$ cat config.mk
export PLATFORM = sky130hd
export DESIGN_NAME = controlador_interrupciones_flat
export DESIGN_NICKNAME = d
export VERILOG_FILES = /design/src/rtl/controlador_interrupciones_if.sv /design/src/rtl/controlador_interrupciones.sv /design/src/flat_wrapper.sv
export SDC_FILE = /design/constraint.sdc
export NUM_CORES = 1
export LEC_CHECK = 0
export ABC_AREA = 1
export BUFFER_PORTS_ARGS = -buffer_cell sky130_fd_sc_hd__buf_4
export CAP_MARGIN = 30
export CELL_PAD_IN_SITES_DETAIL_PLACEMENT = 1
export CELL_PAD_IN_SITES_GLOBAL_PLACEMENT = 2
export CORE_MARGIN = 1.5
export CORE_UTILIZATION = 30
export CTS_CLUSTER_SIZE = 20
export DETAILED_ROUTE_END_ITERATION = 8
export PLACE_DENSITY = 0.76
export SYNTH_ARGS = -nofsm -noshare
export SYNTH_HDL_FRONTEND = slang
export SYNTH_SLANG_ARGS = --single-unit
$ cat constraint.sdc
create_clock -name clk -period 1.3 [get_ports clk]
set_clock_uncertainty 0.1 [all_clocks]
set_input_delay 0.065 -clock clk [delete_from_list [all_inputs] [get_ports clk]]
set_output_delay 0.065 -clock clk [all_outputs]
set_load 0.02 [all_outputs]
$ cat src/rtl/controlador_interrupciones_if.sv
// Request/acknowledge bundle between the interrupt controller and the CPU.
// The master side drives the raw request lines, mask, ack and eoi. The controller is the slave side.
interface controlador_interrupciones_if #(parameter int N_IR = 4);
   logic [N_IR-1:0] ir_in;
   logic [N_IR-1:0] mask;
   logic            ack;
   logic            eoi;
   logic            irq;
   logic [2:0]      ir_vector;
   logic [N_IR-1:0] pending;
   logic            in_service;

   modport master (
      output ir_in, mask, ack, eoi,
      input  irq, ir_vector, pending, in_service
   );

   modport slave (
      input  ir_in, mask, ack, eoi,
      output irq, ir_vector, pending, in_service
   );
endinterface

$ cat src/rtl/controlador_interrupciones.sv
// Non-nesting interrupt controller: sync + edge detect, pending latch, fixed priority (index 0 highest).
// An input edge becomes pending 3 edges after the input rises and raises irq 1 edge later; ack/eoi sequence the service.
module controlador_interrupciones #(
   parameter int N_IR = 4
) (
   input  logic                         clk,
   input  logic                         reset,
   controlador_interrupciones_if.slave  bus
);
   typedef enum logic [1:0] {IDLE, REQ, SERVICE} state_t;

   state_t          r_state;
   logic [N_IR-1:0] r_q1;
   logic [N_IR-1:0] r_q2;
   logic [N_IR-1:0] r_prv;
   logic [N_IR-1:0] r_pending;
   logic            r_irq;
   logic            r_in_service;
   logic [2:0]      r_vec;

   logic [N_IR-1:0] w_rise;
   logic [N_IR-1:0] w_cand;
   logic [N_IR-1:0] w_clr;
   logic [2:0]      w_win;

   assign w_rise = r_q2 & ~r_prv;
   assign w_cand = r_pending & bus.mask;

   always_comb begin
      w_win = 3'd0;
      w_clr = '0;
      // Scanning downwards lets the lowest-index candidate overwrite the others.
      for (int i = N_IR - 1; i >= 0; i--) begin
         if (w_cand[i]) w_win = 3'(i + 1);
      end
      for (int i = 0; i < N_IR; i++) begin
         if (r_state == REQ && bus.ack && r_vec == 3'(i + 1)) w_clr[i] = 1'b1;
      end
   end

   always_ff @(posedge clk or posedge reset) begin
      if (reset) begin
         r_q1      <= '0;
         r_q2      <= '0;
         r_prv     <= '0;
         r_pending <= '0;
      end else begin
         r_q1      <= bus.ir_in;
         r_q2      <= r_q1;
         r_prv     <= r_q2;
         r_pending <= w_rise | (r_pending & ~w_clr);
      end
   end

   always_ff @(posedge clk or posedge reset) begin
      if (reset) begin
         r_state      <= IDLE;
         r_irq        <= 1'b0;
         r_vec        <= 3'd0;
         r_in_service <= 1'b0;
      end else begin
         case (r_state)
            IDLE: begin
               if (w_win != 3'd0) begin
                  r_state <= REQ;
                  r_irq   <= 1'b1;
                  r_vec   <= w_win;
               end
            end
            REQ: begin
               // The latched vector is held until ack, whatever mask or new arrivals do.
               if (bus.ack) begin
                  r_state      <= SERVICE;
                  r_irq        <= 1'b0;
                  r_in_service <= 1'b1;
               end
            end
            SERVICE: begin
               if (bus.eoi) begin
                  r_state      <= IDLE;
                  r_in_service <= 1'b0;
                  r_vec        <= 3'd0;
               end
            end
            default: begin
               r_state      <= IDLE;
               r_irq        <= 1'b0;
               r_vec        <= 3'd0;
               r_in_service <= 1'b0;
            end
         endcase
      end
   end

   assign bus.irq        = r_irq;
   assign bus.ir_vector  = r_vec;
   assign bus.pending    = r_pending;
   assign bus.in_service = r_in_service;
endmodule

$ cat src/flat_wrapper.sv
// flat-port wrapper written by rule: the top's interface ports become plain ports
module controlador_interrupciones_flat 
#(
   parameter int N_IR = 4
)
  (clk, reset, bus_ir_in, bus_mask, bus_ack, bus_eoi, bus_irq, bus_ir_vector, bus_pending, bus_in_service);
  controlador_interrupciones_if #(.N_IR(N_IR)) bus_i ();
  input  logic clk;
  input  logic reset;
  input wire logic [$bits(bus_i.ir_in)-1:0] bus_ir_in;
  input wire logic [$bits(bus_i.mask)-1:0] bus_mask;
  input wire logic [$bits(bus_i.ack)-1:0] bus_ack;
  input wire logic [$bits(bus_i.eoi)-1:0] bus_eoi;
  output wire logic [$bits(bus_i.irq)-1:0] bus_irq;
  output wire logic [$bits(bus_i.ir_vector)-1:0] bus_ir_vector;
  output wire logic [$bits(bus_i.pending)-1:0] bus_pending;
  output wire logic [$bits(bus_i.in_service)-1:0] bus_in_service;
  assign bus_i.ir_in = bus_ir_in;
  assign bus_i.mask = bus_mask;
  assign bus_i.ack = bus_ack;
  assign bus_i.eoi = bus_eoi;
  assign bus_irq = bus_i.irq;
  assign bus_ir_vector = bus_i.ir_vector;
  assign bus_pending = bus_i.pending;
  assign bus_in_service = bus_i.in_service;
  controlador_interrupciones #(.N_IR(N_IR)) u_core (.clk(clk), .reset(reset), .bus(bus_i));
endmodule
# ---- Word-level counts from Yosys, hierarchy flattened
# Cells that the tools add are included.
dict set report word_totals {
  register_bits 23
  input_bits 12
  out_inout_bits 9
  word_cells 58
}
dict set report op_classes {
  n_eq_ne 9
  muxes 21
  n_bitwise 9
  n_reduce_logical 11
}
# cell count
set op_table {}
lappend op_table {{3-bit 2-to-1 mux} 6}
lappend op_table {{4-bit AND} 3}
lappend op_table {{3-bit AND reduction} 4}
lappend op_table {{3-bit one-hot mux with 3 select lines} 1}
lappend op_table {{1-bit 2-to-1 mux} 8}
lappend op_table {{4-bit NOT} 2}
lappend op_table {{3-bit by 2-bit equality test with 1-bit output (second input constant)} 2}
lappend op_table {{2-bit 2-to-1 mux} 3}
lappend op_table {{1-bit one-hot mux with 3 select lines} 2}
lappend op_table {{2-bit one-hot mux with 3 select lines} 1}
lappend op_table {{1-bit logical AND} 5}
lappend op_table {{2-bit inequality test (second input constant)} 2}
lappend op_table {{4-bit OR} 1}
lappend op_table {{3-bit by 1-bit equality test with 1-bit output (second input constant)} 1}
lappend op_table {{3-bit equality test (second input constant)} 1}
lappend op_table {{1-bit NOT} 3}
lappend op_table {{3-bit nonzero test} 1}
lappend op_table {{2-bit by 1-bit equality test with 1-bit output (second input constant)} 1}
lappend op_table {{2-bit equality test (second input constant)} 1}
lappend op_table {{2-bit zero test} 1}
lappend op_table {{2-bit by 1-bit inequality test with 1-bit output (second input constant)} 1}

# ---- Depth between registers and ports, before layout
# Gate-level depths: netlist of run 1.
dict set report logic_depth {
  depth_word 8
  ltp_mapped 7
  mapped_depth_nobuf 7
}

# ---- Worst setup path before layout of run 1
# OpenSTA, ideal clock, no wires.
dict set report synth_timing {
  kind {reg-to-reg}
  startpoint {reg u_core.r_pending[1] (netlist: u_core.bus.pending[1])}
  endpoint {reg u_core.r_vec[0] (netlist: u_core.bus.ir_vector[0])}
  setup_time_ps 117
  arrival_time_ps 916
  required_ps 1083
  setup_slack_ps 167
  path_stages_with_launch 8
  path_buffers 0
  period_less_slack_ps 1133
  path_cell_list {dfrtp_1 > nand2_1 > nand2_1 > nor2_1 > nand2_1 > nand2_1 > nand2_1 > nand2_1}
}
dict set report synth_via {
  elab_chain_cells 6
  word_cells_on_any_way 8
  classes_between {1 x eq/ne; 4 x mux; 1 x bitwise; 2 x reduce/logical}
}
# element line
set synth_rtl {}
lappend synth_rtl {{start: declaration} controlador_interrupciones.sv:16} ;# logic [N_IR-1:0] r_pending;
lappend synth_rtl {{start signal: assignment} controlador_interrupciones.sv:51} ;# r_pending <= w_rise | (r_pending & ~w_clr);
lappend synth_rtl {{4-bit AND (*)} controlador_interrupciones.sv:27} ;# assign w_cand = r_pending & bus.mask;
lappend synth_rtl {{3-bit 2-to-1 mux (*) (2 in a row)} controlador_interrupciones.sv:34} ;# if (w_cand[i]) w_win = 3'(i + 1);
lappend synth_rtl {{3-bit nonzero test} controlador_interrupciones.sv:64} ;# if (w_win != 3'd0) begin
lappend synth_rtl {{2-bit by 1-bit inequality test with 1-bit output (no source line)} -}
lappend synth_rtl {{3-bit AND reduction (no source line)} -}
lappend synth_rtl {{end signal: assignment} controlador_interrupciones.sv:67} ;# r_vec <= w_win;
lappend synth_rtl {{end: declaration} controlador_interrupciones.sv:19} ;# logic [2:0] r_vec;
# Every way passes the cells marked *; elsewhere a longest branch is shown, timed or not. The select of a mux whose other input is x is not followed.
# A chain may end at the register's enable or synchronous reset.

# ---- Worst setup path in the final report of run 1
dict set report layout_timing {
  startpoint {reg u_core.r_pending[1] (netlist: u_core.bus.pending[1])}
  endpoint {out bus_pending[1]}
}
# element line
set layout_rtl {}
lappend layout_rtl {{end: declaration} flat_wrapper.sv:16} ;# output wire logic [$bits(bus_i.pending)-1:0] bus_pending;
# No word-level cell between the ends.

==> impl_metrics.toml, run 1 <==
[synthesis]
yosys-top-cells-area = "dfrtp_1 67%, nand2_1 18%, inv_1 6.5%"
synth_area_per_cell_um2 = 9.18
async_flop_share_pct = 100
synth_cell_types = 9
yosys-top-cells-count = "42 x nand2_1, 23 x dfrtp_1, 15 x inv_1"
ys_seq_area_share_pct = 66.7
synthCells = 94
synth.most_common_cell = "nand2_1"
syn-cell-area_um2 = 863
synth_nets = 106
synth.largest_area_cell = "dfrtp_1"
yosys_register_bits = 23
synth-edff-count = 0
ys_warn_count = 0
ys.flop_type = "dfrtp_1"
synth_top_area_share_pct = 66.7

[global_routing]
gr-total-overflow = 0
busiest_layer = "met2"
grt_pass1_vias = 722
grt_antenna_before_repair = 0
track_usage_pct = 13.3
use_met1_pct = 14.7
grt_max_degree = 24
grt_pass1_wl_um = 3150
use_met3_pct = 4.84
use_met2_pct = 23.6

[clocking]
cts_sinks = 23
worstSkewPairLatency_ns = 0.32
clk_path_buf_depth = 2
cts_tree = "done"
cts_made_buffers = 3
cts.htree.levels = 1
cts_root_buf = "clkbuf_4"
clk_pin_slew_ns = 0.13

[setup_path]
cp_data_arrival_time_ns = 1.04
setup.worst_path.start = "u_core.bus.pending[1]"
worstSetupStartpointType = "flip-flop"
worstRegToRegCells = 6
crit_slowest_cell = "dfrtp_1"
crit_top_cell = "buf_4"
worstReg2RegStart = "u_core.r_state[1]"
crit_chain = "buf_4, buf_4"
critical_path.max_stage_delay_ns = 0.43
cp_max_fo = 3
path_delay_family = "flip-flops"
cp.depth = 2
critPathBufInv = 2
path_class = "reg2out"
cp-end-kind = "primary output"
required_ns = 1.13

[detailed_routing]
first_iter_violations = 4
drc = 0
via_count = 709
ant_nets = 0
drt_first_pass_iters = 2
wirelength_um = 1920
viasPerCell = 4.35
drt-wirelength-per-cell_um = 11.8

[sta]
max_slew_margin_pct = 80.8
rsz0062_at_grt = "no"
setup_tns_ns = 0
finalCritPeriodShare_pct = 92.5
finalCriticalPeriod_ns = 1.20
worst_slack_ns = 0.0980
worst_pin_slew_ns = 0.287
setup_violations = 0
timing.fmax_mhz = 832
final-max-slew-violation-count = 0
hold_violations = 0
hold_ws_ns = 0.00873

[min_path]
hold_class = "in2reg"
min-delay-start = "bus_mask[0]"
hold_depth = 5

[die]
ios = 21
die-area_mm2 = 0.00321
floorplan.initialDensity_pct = 31.6
row_count = 19
core_mm2 = 0.00273
dieHeight_um = 56.6
die_w_um = 56.6

[pwr]
power.clock.fraction_pct = 15.9
seq_power_share_pct = 45.0
power_switching_share_pct = 38.2
comb_power_share_pct = 39.1
switchingPower_uw = 833
intPower_mw = 1.35
p_leak_nw = 0.642
p_per_area_mw_per_mm2 = 1800
ir_drop_mv = 0.888

[finish]
fin_util_pct = 44.3
area_growth_pct = 40.1
fillers = 322
drive_above_1_share_pct = 23.5
multi_input_area_um2 = 231
nNetsFinal = 145
diodes = 0
final-seq-area_um2 = 576

[placed_design]
place.gp.congestion = 0.717
port_buffers = 20
place_ws_ns = 0.0513
hpwl_um = 1420

[outcome]
status = "completed"

[job]
drv_cap = 0
## state kept, by name (all words and copies together) (netlist names)
signal and cells:
u_core.r_prv 4, u_core.bus.irq 1, u_core.r_state 2, u_core.r_q2 4, u_core.r_q1 4, u_core.bus.in_service 1
u_core.bus.pending 4, u_core.bus.ir_vector 3
## layer usage
| layer | share of wire, % | routed length [um] | up-vias |
|---|---|---|---|
| met5 | 0 | 0 | - |
| met4 | 1.5 | 29 | 0 |
| met3 | 3.4 | 66 | 4 |
| met2 | 52 | 1000 | 11 |
| met1 | 43 | 818 | 342 |
| li1 | - | - | 352 |
## per-stage QoR
stage               area, um2  instances  power (mW)
CTS                      1190        161        2.17
finish                   1210        163        2.18
detailed placement       1070        148        1.80
global placement         1070        148        1.78
global route             1210        163        2.34
floorplan                 863         94        1.45
## path summary, 6_finish.rpt
kind,endpoint,slack (ns)
worst max-delay path,bus_pending[1],0.1
worst min-delay path,u_core.bus.ir_vector[0],0.009
worst max register to register,u_core.bus.in_service,0.11
worst min register to register,u_core.r_q2[2],0.27
max in group asynchronous,u_core.r_q2[1],0.66
min in group asynchronous,u_core.r_prv[3],0.21
## kinds of logic (layout without fill, tap and decap cells)
| logic type | Yosys count | count (layout) | share of synthesized area, % |
|---|---|---|---|
| compound gates | 5 | 5 | 2.90 |
| buf+inv | 15 | 53 | 6.52 |
| flops | 23 | 23 | 66.7 |
| simple gates | 51 | 51 | 23.9 |
## power groups by stage
stage | Sequential (mW) | Combinational (mW) | Clock (mW)
after floorplan | 1.09 | 0.365 | 0
after CTS | 0.990 | 0.820 | 0.364
after detailed placement | 1.01 | 0.793 | 0
after global routing | 0.997 | 0.952 | 0.390
after global placement | 0.998 | 0.785 | 0
final | 0.980 | 0.853 | 0.347
## layout make-up
type	count	area share, %
sequential	23	47.6
timing repair buffer	34	23.0
multi-input combinational	56	19.1
inverter	15	4.65
tap	31	3.21
clock buffer	3	1.86
clock inverter	1	0.620
## worst min-delay path, cell delays in order
cell,delay (ns)
buf_4,0.08
nand2_1,0.09
nand2_1,0.09
nand2_1,0.04
nand2_1,0.05
## cells in the final DEF (no fill, tap or decap)
cell type / instances
buf_4: 25
clkinvlp_4: 1
dfrtp_1: 23
nand2_1: 42
inv_1: 15
nand2_2: 1
nor2_1: 3
nor2_2: 1
nand3b_1: 2
nand3_1: 2
dlygate4sd3_1: 9
o21ai_1: 2
o21ai_0: 3
clkbuf_4: 3
## timing repair
action	CTS	global route
gates resized for setup	0	2
hold endpoints to repair	30	0
hold buffers	9	0
buffers inserted	0	2
endpoints found under the setup margin	0	5
Note: power is estimated with default switching activity, not from simulation.
==> run 2, diff against run 1 <==
ABC_AREA = 0   (was 1)
PLACE_DENSITY = 0.73   (was 0.76)
clock period = 1 ns   (was 1.3 ns; I/O delays follow)
==> run 2 against run 1 <==
Area after synthesis increased by 3.0%. Setup slack got worse by 0.39 ns. Clock-buffer cell count unchanged. Flip-flop and latch count unchanged. The run now ends with negative hold slack, negative setup slack left. Utilization increased by 11 points. Largest cell class unchanged. Final area increased by 26%.
==> impl_metrics.toml, run 2 <==
[outcome]
status = "finished with violations"
violations = "negative hold slack, negative setup slack"

[finish]
area_growth_pct = 71.7
final_cell_mix = "28 x buf_4, 15 x buf_6, 15 x dfrtp_1, 10 x inv_1"
final_common_cell = "buf_4"
final_cell_area_mm2 = 0.00153
drive_above_1_share_pct = 58.9
nNetsFinal = 137
fin_util_pct = 54.9
diodes = 0
instances_no_fill = 155

[placed_design]
port_buffers = 20
place.gp.congestion = 0.713
place_ws_ns = -0.360
dpl_cell_area_mm2 = 0.00120
dp.cells = 134
hpwl_um = 1510

[synthesis]
synth.area.mux_share_pct = 0
ys_warn_count = 0
synth_area_per_cell_um2 = 12.9
syn-cell-area_um2 = 890
synthXorXnorAreaFrac_pct = 0
synth-edff-count = 0
yosys-top-cells-area = "dfrtp_1 65%, inv_1 4.2%, o41ai_1 3.9%"
yosys-top-cells-count = "23 x dfrtp_1, 10 x inv_1, 5 x nand2_1, 5 x o21ai_1, 4 x o41ai_1"
synth_nets = 81
synth-adder-area-share_pct = 0
synth_cell_types = 23
synth-simple-area-share_pct = 9.56
yosys_register_bits = 23
ys.flop_type = "dfrtp_1"
synthCells = 69
synth_top_family_by_area = "compound AO/OA/AOI/OAI gates"
synth.most_common_cell = "dfrtp_1"
async_flop_share_pct = 100
synth_top_area_share_pct = 64.7
synth_compound_area_share_pct = 20.7
synth.largest_area_cell = "dfrtp_1"
ys_seq_area_share_pct = 64.7

[die]
die_w_um = 57.5
dieHeight_um = 57.5
row_count = 19
floorplan.initialDensity_pct = 32.0
core_mm2 = 0.00278
ios = 21
die-area_mm2 = 0.00330

[min_path]
min-delay-start = "bus_mask[3]"
hold_class = "in2reg"

[sta]
worst_pin_slew_ns = 0.291
worst_slack_ns = -0.287
setup_violations = 19
max_slew_margin_pct = 80.6
finalCriticalPeriod_ns = 1.29
final-max-slew-violation-count = 0
hold_ws_ns = -0.000815
timing.fmax_mhz = 777
setup_tns_ns = -3.59
hold_violations = 1
finalCritPeriodShare_pct = 129
rsz0062_at_grt = "yes"

[global_routing]
track_usage_pct = 16.0
grt_pass1_wl_um = 3980
grt_pass1_vias = 848
gr-total-overflow = 0
grt_antenna_before_repair = 0
grt_max_degree = 24

[clocking]
cts_tree = "done"
clk_path_buf_depth = 2
cts.htree.levels = 1
worstSkewPairLatency_ns = 0.30
cts_root_buf = "clkbuf_4"
cts_made_buffers = 3
clk_pin_slew_ns = 0.12
cts_sinks = 23
holdBufCountCts = 8

[pwr]
power_mw = 3.87
ir_drop_mv = 1.65
p_leak_nw = 0.703
p_per_area_mw_per_mm2 = 2530

[detailed_routing]
first_iter_violations = 12
wirelength_um = 2300
via_count = 744
drt-wirelength-per-cell_um = 14.8
drc = 0
drt_first_pass_iters = 4
viasPerCell = 4.80
ant_nets = 0

[setup_path]
cp-end-kind = "flip-flop"
required_ns = 1.08
crit_chain = "nand3b_4, o41ai_2, o21ai_1"
crit_slowest_cell = "dfrtp_2"
setup.worst_path.start = "u_core.r_state[1]"
cp_max_fo = 5
path_class = "reg2reg"
cp_data_arrival_time_ns = 1.36
worstReg2RegStart = "u_core.r_state[1]"
critical_path.max_stage_delay_ns = 0.49
worstSetupStartpointType = "flip-flop"

[job]
drv_cap = 0
==> run 2: changes by cell type after synthesis, moves of 4 or more <==
| cell | delta |
|---|---|
| o41ai_1 | +4 |
| inv_1 | -5 |
| nand2_1 | -37 |
| o21ai_0 | -5 |
| o21ai_1 | +5 |
==> run 2: worst max-delay path: cells and delay by family (launching register included) <==
kind             cells  cell delay [ns]
AO/OA/AOI/OAI        2             0.36
AND/OR/NAND/NOR      1             0.22
flip-flops           1             0.49
==> run 2: worst paths after layout <==
check	endpoint	slack (ns)	cells past startpoint
worst min register to register	u_core.r_q2[2]	0.26	0
worst min-delay path	u_core.bus.ir_vector[2]	-0.0008	3
worst max register to register	u_core.bus.pending[3]	-0.29	3
min in group asynchronous	u_core.r_q1[0]	0.23	4
max in group asynchronous	u_core.bus.ir_vector[0]	0.32	4
worst max-delay path	u_core.bus.pending[3]	-0.29	3
==> run 2: logic make-up after synthesis <==
logic type / Yosys count
buffers and inverters: 11
and+or+nand+nor: 12
AOI/OAI and AO/OA: 23
DFF: 23
==> run 2: cell type report <==
cell class | count | area (um2)
well taps | 31 | 38.8
inverters | 10 | 37.5
clock inverters | 1 | 5.00
flip-flops and latches | 23 | 586
clock buffers | 3 | 22.5
repair buffers | 52 | 479
multi-input cells | 35 | 359
fillers | 296 | 1250
==> run 2: power by group <==
| group | switching (mW) | internal, mW | total [mW] |
|---|---|---|---|
| clock | 0.268 | 0.149 | 0.416 |
| sequential | 0.326 | 1.14 | 1.47 |
| combinational | 0.825 | 1.16 | 1.99 |
| total | 1.42 | 2.45 | 3.87 |
==> run 2: layer usage <==
layer	vias to the layer above	global-route usage [%]	part of all wire, %
met5	-	0	0
met3	4	3.17	3.7
met4	0	4.98	1.3
met1	368	19.5	45
met2	17	28.4	50
li1	355	-	-
==> run 2: repair_timing <==
action,in CTS,in global routing
setup endpoints to repair,20,20
gates resized for setup,22,10
hold endpoints to repair,31,1
buffers inserted,9,0
pin swaps,1,6
==> run 3, diff against run 2 <==
HOLD_SLACK_MARGIN = 0.06   (was not set)
==> run 3 against run 2 <==
Largest power group unchanged. Global-route usage down 0.86 points. Critical endpoint is now u_core.bus.ir_vector[2]. Highest routed layer unchanged. Power rose by 1.0%. The flow finishes with violations (negative setup slack). Flip-flop and latch count unchanged.
==> impl_metrics.toml, run 3 (synthesis gave the netlist of run 2 again) <==
[detailed_routing]
viasPerCell = 4.82
via_count = 742
drt_first_pass_iters = 4
wirelength_um = 2370
drc = 0
ant_nets = 0
drt-wirelength-per-cell_um = 15.4
first_iter_violations = 13

[setup_path]
cp-end-kind = "flip-flop"
path_class = "reg2reg"
critPathBufInv = 0
required_ns = 1.08
cp_data_arrival_time_ns = 1.39
critical_path.max_stage_delay_ns = 0.49
path_delay_family = "flip-flops"
crit_chain = "nor3b_4, a211oi_2, o22ai_2"
cp_max_fo = 5
worstSetupStartpointType = "flip-flop"
crit_slowest_cell = "dfrtp_2"

[global_routing]
track_usage_pct = 15.2
grt_antenna_before_repair = 0
grt_pass1_vias = 815
grt_pass1_wl_um = 3800
grt_max_degree = 24
gr-total-overflow = 0

[finish]
final_cell_mix = "26 x buf_4, 17 x buf_6, 15 x dfrtp_1, 10 x inv_1, 8 x dfrtp_2"
multi_input_area_um2 = 359
fillers = 298
nNetsFinal = 136
final-seq-area_um2 = 586
drive_above_1_share_pct = 59.3
area_growth_pct = 71.4
diodes = 0
final_common_cell = "buf_4"
instances_no_fill = 154

[min_path]
hold_class = "in2reg"

[pwr]
ir_drop_mv = 1.63
power_mw = 3.91
p_per_area_mw_per_mm2 = 2560
p_leak_nw = 0.709

[die]
ios = 21
die_w_um = 57.5
dieHeight_um = 57.5
floorplan.initialDensity_pct = 32.0
core_mm2 = 0.00278
die-area_mm2 = 0.00330
row_count = 19

[placed_design]
port_buffers = 20
hpwl_um = 1510
place.gp.congestion = 0.713
dp.cells = 134

[sta]
finalCritPeriodShare_pct = 131
timing.fmax_mhz = 762
worst_pin_slew_ns = 0.296
final-max-slew-violation-count = 0
setup_tns_ns = -3.74
rsz0062_at_grt = "yes"
worst_slack_ns = -0.313
hold_ws_ns = 0.00309
setup_violations = 19
finalCriticalPeriod_ns = 1.31
hold_violations = 0
max_slew_margin_pct = 80.2

[clocking]
cts_tree = "done"
cts_sinks = 23
cts_made_buffers = 3
clk_pin_slew_ns = 0.12
clk_path_buf_depth = 2
worstSkewPairLatency_ns = 0.30
cts.htree.levels = 1
holdBufCountCts = 7
cts_root_buf = "clkbuf_4"

[job]
drv_cap = 0

[outcome]
status = "finished with violations"
violations = "negative setup slack"
[run 3: final cells by class]
| class | instances | area share (%) |
|---|---|---|
| tap | 31 | 2.54 |
| timing repair buffer | 51 | 31.3 |
| sequential | 23 | 38.4 |
| clock inverter | 1 | 0.328 |
| multi-input combinational | 35 | 23.5 |
| inverter | 10 | 2.46 |
| clock buffer | 3 | 1.48 |
[run 3: timing repair]
action                                  4_1_cts  5_1_grt
resized for setup                            22       11
pin swaps                                     1        4
setup buffers                                 9        0
endpoints found under the setup margin       20       20
hold endpoints to repair                     37        5
[run 3: worst paths after layout]
path                                   start                 endpoint  slack [ns]  depth (start not counted)
setup reg to reg           u_core.r_state[1]  u_core.bus.ir_vector[2]       -0.31                          3
max in group asynchronous              reset  u_core.bus.ir_vector[2]        0.33                          4
hold reg to reg               u_core.r_q1[2]           u_core.r_q2[2]        0.26                          0
hold / removal                   bus_mask[3]  u_core.bus.ir_vector[2]       0.003                          3
setup / recovery           u_core.r_state[1]  u_core.bus.ir_vector[2]       -0.31                          3
min in group asynchronous              reset          u_core.r_prv[3]        0.23                          4
[run 3: metrics by stage]
stage / util [%] / cell area [um2] / setup WS, ns
after global placement: 43.2 / 1200 / -0.324
final: 54.8 / 1530 / -0.313
after CTS: 52.9 / 1470 / -0.254
after detailed placement: 43.2 / 1200 / -0.360
after floorplan: - / 912 / -0.282
after global routing: 54.8 / 1530 / -0.348
[run 3: tightest hold or removal path, stage by stage]
cell and delay, ns:
buf_4 0.12, nand2_1 0.10, o22ai_2 0.10
[run 3: where the power goes]
part	switching, mW	internal [mW]
clock network	0.268	0.149
logic	0.856	1.17
registers	0.328	1.14
[run 3: routing by layer]
layer | track usage, % | wire length, um | vias up
met5 | 0 | 0 | -
met4 | 3.99 | 13 | 0
met3 | 2.95 | 98 | 2
met2 | 26.3 | 1210 | 21
met1 | 19.4 | 1050 | 364
li1 | - | - | 355
